--- config.mk ---
export PLATFORM = sky130hd
export DESIGN_NAME = data_cache
export DESIGN_NICKNAME = d
export VERILOG_FILES = /design/src/rtl/data_cache.sv
export SDC_FILE = /design/constraint.sdc
export NUM_CORES = 2
export LEC_CHECK = 0
export BUFFER_PORTS_ARGS = -buffer_cell sky130_fd_sc_hd__clkbuf_2
export CAP_MARGIN = 25
export CELL_PAD_IN_SITES_DETAIL_PLACEMENT = 0
export CELL_PAD_IN_SITES_GLOBAL_PLACEMENT = 2
export CORE_ASPECT_RATIO = 1.5
export CORE_MARGIN = 1
export CORE_UTILIZATION = 40
export CTS_CLUSTER_DIAMETER = 200
export DETAILED_ROUTE_END_ITERATION = 12
export PLACE_DENSITY_LB_ADDON = 0.3
export SLEW_MARGIN = 25
export SYNTH_ARGS = -nofsm -noshare
export SYNTH_HDL_FRONTEND = slang
export SYNTH_SLANG_ARGS = --single-unit
export TNS_END_PERCENT = 5
--- constraint.sdc ---
create_clock -name clk -period 5.42 [get_ports clk]
set_clock_uncertainty 0.1 [all_clocks]
set_input_delay 0.542 -clock clk [delete_from_list [all_inputs] [get_ports clk]]
set_output_delay 0.542 -clock clk [all_outputs]
set_load 0.02 [all_outputs]
--- src/rtl/data_cache.sv ---
// Direct-mapped, write-back, write-allocate data cache with 16-byte blocks.
// Misses are serviced over a block-wide request/response port to data memory.
module data_cache #(
    parameter int NUM_SETS = 16
) (
    input  logic         clk,
    input  logic         reset,
    input  logic         is_input_valid,
    input  logic [31:0]  addr,
    input  logic         mem_rw,
    input  logic [31:0]  din,
    output logic         is_ready,
    output logic         is_output_valid,
    output logic [31:0]  dout,
    output logic         is_hit,
    output logic         mem_req_valid,
    output logic         mem_req_write,
    output logic [31:0]  mem_req_addr,
    output logic [127:0] mem_req_data,
    input  logic         mem_req_ready,
    input  logic         mem_resp_valid,
    input  logic [127:0] mem_resp_data
);
    localparam int INDEX_BITS = $clog2(NUM_SETS);
    localparam int TAG_BITS   = 28 - INDEX_BITS;

    typedef enum logic [2:0] {
        IDLE,
        COMPARE,
        WRITE_BACK,
        ALLOCATE,
        FILL_WAIT
    } state_t;

    state_t state, state_next;

    logic [31:2]           req_addr;
    logic                  req_rw;
    logic [31:0]           req_din;
    logic                  miss_flag;
    logic [31:0]           dout_q;

    logic [NUM_SETS-1:0]   valid;
    logic [NUM_SETS-1:0]   dirty;
    logic [TAG_BITS-1:0]   tag_mem  [NUM_SETS];
    logic [127:0]          data_mem [NUM_SETS];

    logic [INDEX_BITS-1:0] idx;
    logic [TAG_BITS-1:0]   req_tag;
    logic [1:0]            word_sel;
    logic                  hit;
    logic [31:0]           sel_word;
    logic                  unused_addr_bits;

    assign idx              = req_addr[4 +: INDEX_BITS];
    assign req_tag          = req_addr[31 -: TAG_BITS];
    assign word_sel         = req_addr[3:2];
    assign hit              = valid[idx] && (tag_mem[idx] == req_tag);
    assign sel_word         = data_mem[idx][{word_sel, 5'b00000} +: 32];
    assign unused_addr_bits = ^addr[1:0];

    always_comb begin
        state_next      = state;
        is_ready        = 1'b0;
        is_output_valid = 1'b0;
        mem_req_valid   = 1'b0;
        mem_req_write   = 1'b0;
        mem_req_addr    = '0;
        mem_req_data    = '0;
        case (state)
            IDLE: begin
                // reset forces IDLE, so gating here keeps is_ready low during reset
                is_ready = reset;
                if (is_input_valid) state_next = COMPARE;
            end
            COMPARE: begin
                if (hit) begin
                    is_output_valid = 1'b1;
                    state_next      = IDLE;
                end else if (valid[idx] && dirty[idx]) begin
                    state_next = WRITE_BACK;
                end else begin
                    state_next = ALLOCATE;
                end
            end
            WRITE_BACK: begin
                mem_req_valid = 1'b1;
                mem_req_write = 1'b1;
                mem_req_addr  = {tag_mem[idx], idx, 4'b0000};
                mem_req_data  = data_mem[idx];
                if (mem_req_ready) state_next = ALLOCATE;
            end
            ALLOCATE: begin
                mem_req_valid = 1'b1;
                mem_req_addr  = {req_tag, idx, 4'b0000};
                if (mem_req_ready) state_next = FILL_WAIT;
            end
            FILL_WAIT: begin
                if (mem_resp_valid) state_next = COMPARE;
            end
            default: state_next = IDLE;
        endcase
    end

    assign dout   = (is_output_valid && !req_rw) ? sel_word : dout_q;
    assign is_hit = is_output_valid && !miss_flag;

    always_ff @(posedge clk or negedge reset) begin
        if (!reset) begin
            state     <= IDLE;
            req_addr  <= '0;
            req_rw    <= 1'b0;
            req_din   <= '0;
            miss_flag <= 1'b0;
            dout_q    <= '0;
            valid     <= '0;
            dirty     <= '0;
        end else begin
            state <= state_next;
            if (state == IDLE && is_input_valid) begin
                req_addr  <= addr[31:2];
                req_rw    <= mem_rw;
                req_din   <= din;
                miss_flag <= 1'b0;
            end
            if (state == COMPARE) begin
                if (hit) begin
                    if (req_rw) dirty[idx] <= 1'b1;
                    else        dout_q     <= sel_word;
                end else begin
                    miss_flag <= 1'b1;
                end
            end
            if (state == FILL_WAIT && mem_resp_valid) begin
                valid[idx] <= 1'b1;
                dirty[idx] <= 1'b0;
            end
        end
    end

    // Tag/data arrays carry no reset; writes are gated by states unreachable in reset.
    always_ff @(posedge clk) begin
        if (state == COMPARE && hit && req_rw)
            data_mem[idx][{word_sel, 5'b00000} +: 32] <= req_din;
        if (state == FILL_WAIT && mem_resp_valid) begin
            data_mem[idx] <= mem_resp_data;
            tag_mem[idx]  <= req_tag;
        end
    end
endmodule

### Word level (Yosys, flattened, before mapping)

Memories as Yosys holds them, arrays and structs flattened.
Index checks and enable logic that the tools add are counted.

* bits in registers: 131
* latch bits: 0
* bits in writable memories: 2432
* memory bits (read-only): 0
* bits of input ports: 198
* output and inout bits: 197
* logic and storage cells: 333
* memories: 2

Memory list
* data_mem: words 16, width 128, read ports 1, clocked after Yosys merged registers in 0, wr ports 1, RTL line 46 `logic [127:0] data_mem [NUM_SETS];`
* tag_mem: words 16, width 24, read ports 1, clocked after Yosys merged registers in 0, wr ports 1, RTL line 45 `logic [TAG_BITS-1:0] tag_mem [NUM_SETS];`

* $add $sub $neg: 1
* $mul: 0
* divide/modulo/power cells: 0
* magnitude comparators: 2
* equal/unequal tests: 9
* shift-type cells: 3
* muxes and demuxes: 160
* bitwise operators: 133
* reductions and logical operators: 15

Operator list (count)
* 2-to-1 mux 128 bit: 2
* 2-to-1 mux 1 bit: 143
* OR 1 bit: 128
* variable shift 32 x 9 -> 128 bit (first input constant): 1
* variable part select 128 x 8 -> 32 bit: 1
* variable part select 32 x 9 -> 128 bit: 1
* 2-to-1 mux 16 bit: 4
* one-hot mux 32 bit (2 select lines): 1
* 2-to-1 mux 32 bit: 1
* OR 16 bit: 2
* == test 24 bit: 1
* AND 16 bit: 1
* inverter 16 bit: 1
* one-hot mux 3 bit (5 select lines): 1
* 2-to-1 mux 3 bit: 4
* logical AND 1 bit: 9
* negator 7 -> 9 bit: 1
* binary-select mux 1 bit (select 4 bit): 2
* != test 2 bit (second input constant): 4
* == test 3 x 2 -> 1 bit (second input constant): 2
* < comparator 4 x 5 -> 1 bit (second input constant): 1
* demux 1 bit (select 4 bit): 1
* greater-or-equal comparator 4 x 1 -> 1 bit (second input constant): 1
* AND reduction 4 bit: 1
* other kinds (8): 9

### Logic depth before layout (Yosys ltp)

* depth in word-level cells: 10
* gate-level depth with buffers: 13
* gate-level depth less buffers: 8

### Worst setup path before layout

Ideal clock, no wire load.

* path kind: register to register
* start point: reg req_addr[5] in the netlist's numbering
* end point: mem data_mem[10][0] (enable)
* library setup time: 0.466 ns
* data arrival time: 5.144 ns
* data required time: 4.854 ns
* path slack: -0.289 ns
* stages on the path, launching flop included: 13
* buffers on the path: 4
* cells stage by stage: dfrtp_1 buf_2 buf_2 clkbuf_1 mux4_2 a2bb2oi_1 nor2_1 a211oi_1 o2111ai_1 nor4b_1 nand4_1 clkbuf_1 o21ai_0

* cells in the longest elaborated chain, start to end: 8
* elaborated cells between the ends (all ways): 10

RTL lines
* start: declaration: RTL line 37 `logic [31:2] req_addr;`
* start signal: assignment: RTL line 121 `req_addr <= addr[31:2];`
* memory read (16 x 24 bit) or binary-select mux 1 bit (select 4 bit) (tied branches)
* == test 24 bit or 2-to-1 mux 1 bit (tied branches): RTL line 58 `assign hit = valid[idx] && (tag_mem[idx] == req_tag);`
* logical AND 1 bit: RTL line 58
* logical AND 1 bit (2 in a row): RTL line 143 `if (state == COMPARE && hit && req_rw)`
* 2-to-1 mux 1 bit: RTL line 143
* 2-to-1 mux 128 bit (implied by the code): RTL line 144 `data_mem[idx][{word_sel, 5'b00000} +: 32] <= req_din;`
* OR 1 bit (no source line)
* end: declaration: RTL line 46

Several ways; a longest one is shown, not always the timed one. The select of a mux whose other input is x is not followed.

### Worst setup path after layout

* start point: reg req_addr[4] in the netlist's numbering
* end point: out dout[3]

* cells in the longest elaborated chain, start to end: 7
* elaborated cells between the ends (all ways): 11

RTL lines
* branches (longest 6 deep; another with memory read (16 x 128 bit))
* 2-to-1 mux 32 bit (*): RTL line 105 `assign dout = (is_output_valid && !req_rw) ? sel_word : dout_q;`
* end: declaration: RTL line 14 `output logic [31:0] dout,`

Mark *: on every way between the ends. The select of a mux whose other input is x is not followed.

==> impl_results.md <==
- Synth unique cells: 62
- Final GP Congestion: about 0.8
- Fill count: 20700
- RSZ-0062 raised after global routing: true
- Clock-pin slew on the worst setup and hold paths: 0.07 ns
- Buffers on Ports: 388
- Detailed Route WL: 318 mm
- Die H: 621 um
- Vias in the first global route: 52300
- IO Pins: about 400
- Max Cap Violations: 0
- Die Area: 257000 sq um
- Fmax achieved: 0.187 GHz
- Clock H-tree levels: 4
- DRC viols: 0
- First-pass GRT wire length: approximately 430 mm
- Slew headroom: 22.9%
- Gate Count Post-Synth: 4677
- Starting Density: 40.3%
- Tmin final: 5.36 ns
- Critical path class: reg -> out
- Initial DRC Count: 5974
- Leakage power figure: between 30 and 40 nW
- CP Capture Type: output pin
- Seq/Total Area, Yosys: 74.7%
- Dpl ws: 0.382 ns
- Syn_area_per_cell: 21.8 sq um
- Peak supply drop: 414 uV
- Final WS setup: between 0.06 and 0.07 ns
- Most frequent cells in the layout: 2432 x edfxtp_1, 756 x mux4_2, 382 x clkbuf_2
- Worst Setup SP: req_addr[4]$_DFFE_PN0P_
- Final Slew Violations: 0
- R2R cell count: 15
- Fraction of layout cells with a size suffix above 1: 35.6%
- Nets: 5547
- Gr usage total: 24.6%
- Routed vias/inst: 5.91
- DP HPWL: 199 mm
- Arrival @ worst endpoint: 4.72 ns
- Vias after detailed routing: 52400
- Dominant synthesized flop cell: edfxtp_1
- Bufs on Longest Clock Path: 4
- Core ar.: ~250000 sq um
- Final hold vios: 0
- WL/cell: 35.9 um
- Period utilization: 98.9%
- Crit path max fanout: 16
- PwrDens: 552 nW/um^2
- CP required: 4.78 ns
- Final setup vio count: 0
- Crit start category: register
- Syn-to-layout area delta: 17.5%
- Slew @ Worst Pin: 1.16 ns
- Flops & latches, synth: 2563
- Post-Synthesis Cell Area: 102000 sq um
- Pin count of the biggest net entering global routing: around 120
- Setup TNS: 0 ns
- CTS tree: built
- Synth warn: 0
- CTS Buf Count: 239
- Detailed Routing Iterations Pass 1: 6
- Row cnt: 226
- Remaining global-route overflow: 0
- Post-synth EDFFs: between 2000 and 2500
- Min-Delay Path Class: in -> async
- Worst reg2reg endpoint: data_mem[4][34]$_DFFE_PP_
- CTS Root Cell: clkbuf_16
- Most common cell after layout, fill and taps aside: edfxtp_1
- Die W: 415 um
- Crit Reg-Reg Startpoint: req_addr[4]$_DFFE_PN0P_
- Initial antenna violation count: 32
- Clock Sinks: approximately 2600
- Post-route ant nets: 0
- Reg2Reg Setup Slack: ~0.51 ns
- Asr flop ratio synth: between 5 and 6%
- Clock latency on the worst-skew pair: around 0.92 ns
- Status: complete, no violations
-- metrics by stage --
stage / cells / util, % / area, sq um / power, mW / hold slack [ns]
after floorplan: 4680 / - / 102000 / 39.0 / 0.146
after global placement: 8319 / 43.8 / 111000 / 49.0 / 0.344
after detailed placement: 8319 / 43.8 / 111000 / 49.3 / 0.350
after CTS: 8843 / 47.3 / 120000 / 66.6 / 0.00000488
after global routing: 8848 / 47.4 / 120000 / 68.1 / 0.0509
final: 8872 / 47.4 / 120000 / 66.3 / 0.0584
-- where the power goes --
part / switching [mW] / leakage [nW] / internal, mW
Clock: 7.39 / 3.81 / 9.63
Sequential: 1.46 / 23.9 / 24.2
Combinational: 14.5 / 11.9 / 9.08
Total: 23.4 / 39.6 / 42.9
-- final cells by class --
cell class / instances / area (sq um) / area share [%]
diodes: 28 / 70.1 / 0.0584
clock buffers: 299 / 6380 / 5.32
clock inverters: 136 / 1400 / 1.17
inverters: 32 / 133 / 0.111
multi-input cells: 1800 / 25100 / 20.9
flip-flops and latches: 2563 / 76300 / 63.6
well taps: 3306 / 4140 / 3.45
repair buffers: 708 / 6380 / 5.32
-- cell usage after synthesis (2+ instances only) --
cell type	n	share of area, %
edfxtp_1	2432	72
mux4_2	756	17
clkbuf_1	171	0.63
nand2_1	165	0.61
and2_1	139	0.85
mux2_2	138	1.5
a22o_1	131	1.1
dfrtp_1	131	3.2
o21ai_0	105	0.51
nor2_1	74	0.27
mux2i_1	56	0.55
buf_2	42	0.21
a21oi_1	29	0.14
buf_6	29	0.32
inv_1	29	0.11
nand2b_1	24	0.15
buf_4	22	0.16
buf_1	20	0.074
a22oi_1	18	0.13
nand3_1	18	0.088
xnor2_1	18	0.15
a211oi_1	14	0.10
o22ai_1	12	0.074
nor3_1	10	0.049
and3_1	9	0.055
nor2b_1	7	0.043
xor2_1	7	0.060
ha_1	5	0.061
or3_1	5	0.031
a221oi_1	4	0.034
a31oi_1	4	0.025
nor4_1	4	0.025
a2bb2oi_1	3	0.026
inv_2	3	0.011
nand3b_1	3	0.022
nand4_1	3	0.018
o2111ai_1	3	0.026
o211ai_1	3	0.022
o31ai_1	3	0.022
o32ai_1	3	0.026
a32oi_1	2	0.017
nor4b_1	2	0.017
or2_2	2	0.012
-- critical path: stages, from the launching register on --
cell,delay (ns)
dfrtp_4,0.52
buf_12,0.17
buf_16,0.15
buf_4,0.14
mux4_2,0.44
mux2i_4,0.19
xnor2_2,0.13
a21o_1,0.20
o32a_1,0.36
a2111oi_4,0.40
nand4_4,0.16
buf_12,0.18
buf_16,0.17
mux2_2,0.36
clkbuf_2,0.17
-- kinds of logic after synthesis --
kind of cell	count (synthesis)	share of synthesized area, %
flip-flops	2563	74.7
multiplexers	951	18.8
AND/OR/NAND/NOR	469	2.30
AO/OA/AOI/OAI	346	2.41
buffers and inverters	317	1.52
XOR/XNOR	25	0.214
adder cells (fa/ha/maj)	5	0.0613
other	1	0.00367
-- per-layer routing --
layer  track usage [%]  part of all wire [%]  up-vias
li1                  -                     -    21000
met1              31.5                    38    28700
met2              42.5                    51     2286
met3              4.05                   7.2      438
met4              8.36                   3.7       12
met5                 0                 0.022        -
-- what timing repair did --
action / CTS / global route
hold endpoints to repair: 152 / 0
pin swaps: 4 / 3
hold buffers: 68 / 0
cloned: 5 / 1
endpoints found under the setup margin: 33 / 32
setup buffers: 16 / 0
resized for setup: 29 / 10
-- flip-flops by register name, summed over array words and instances, names as in the netlist --
name	count
dout_q	32
tag_mem	384
req_din	32
req_addr	30
req_rw	1
data_mem	2048
dirty	16
miss_flag	1
state	3
valid	16
-- worst max path at each step --
stage / endpoint / slack [ns] / depth (start not counted)
2_1_floorplan: data_mem[10][0]$_DFFE_PP_ / -0.29 / 12
3_3_place_gp: data_mem[4][40]$_DFFE_PP_ / 0.37 / 12
3_5_place_dp: data_mem[4][40]$_DFFE_PP_ / 0.38 / 12
4_1_cts: dout[3] / -0.02 / 14
5_1_grt: dout[0] / -0.03 / 14
6_report: dout[3] / 0.06 / 14
Power figures use the tool's default switching activity.
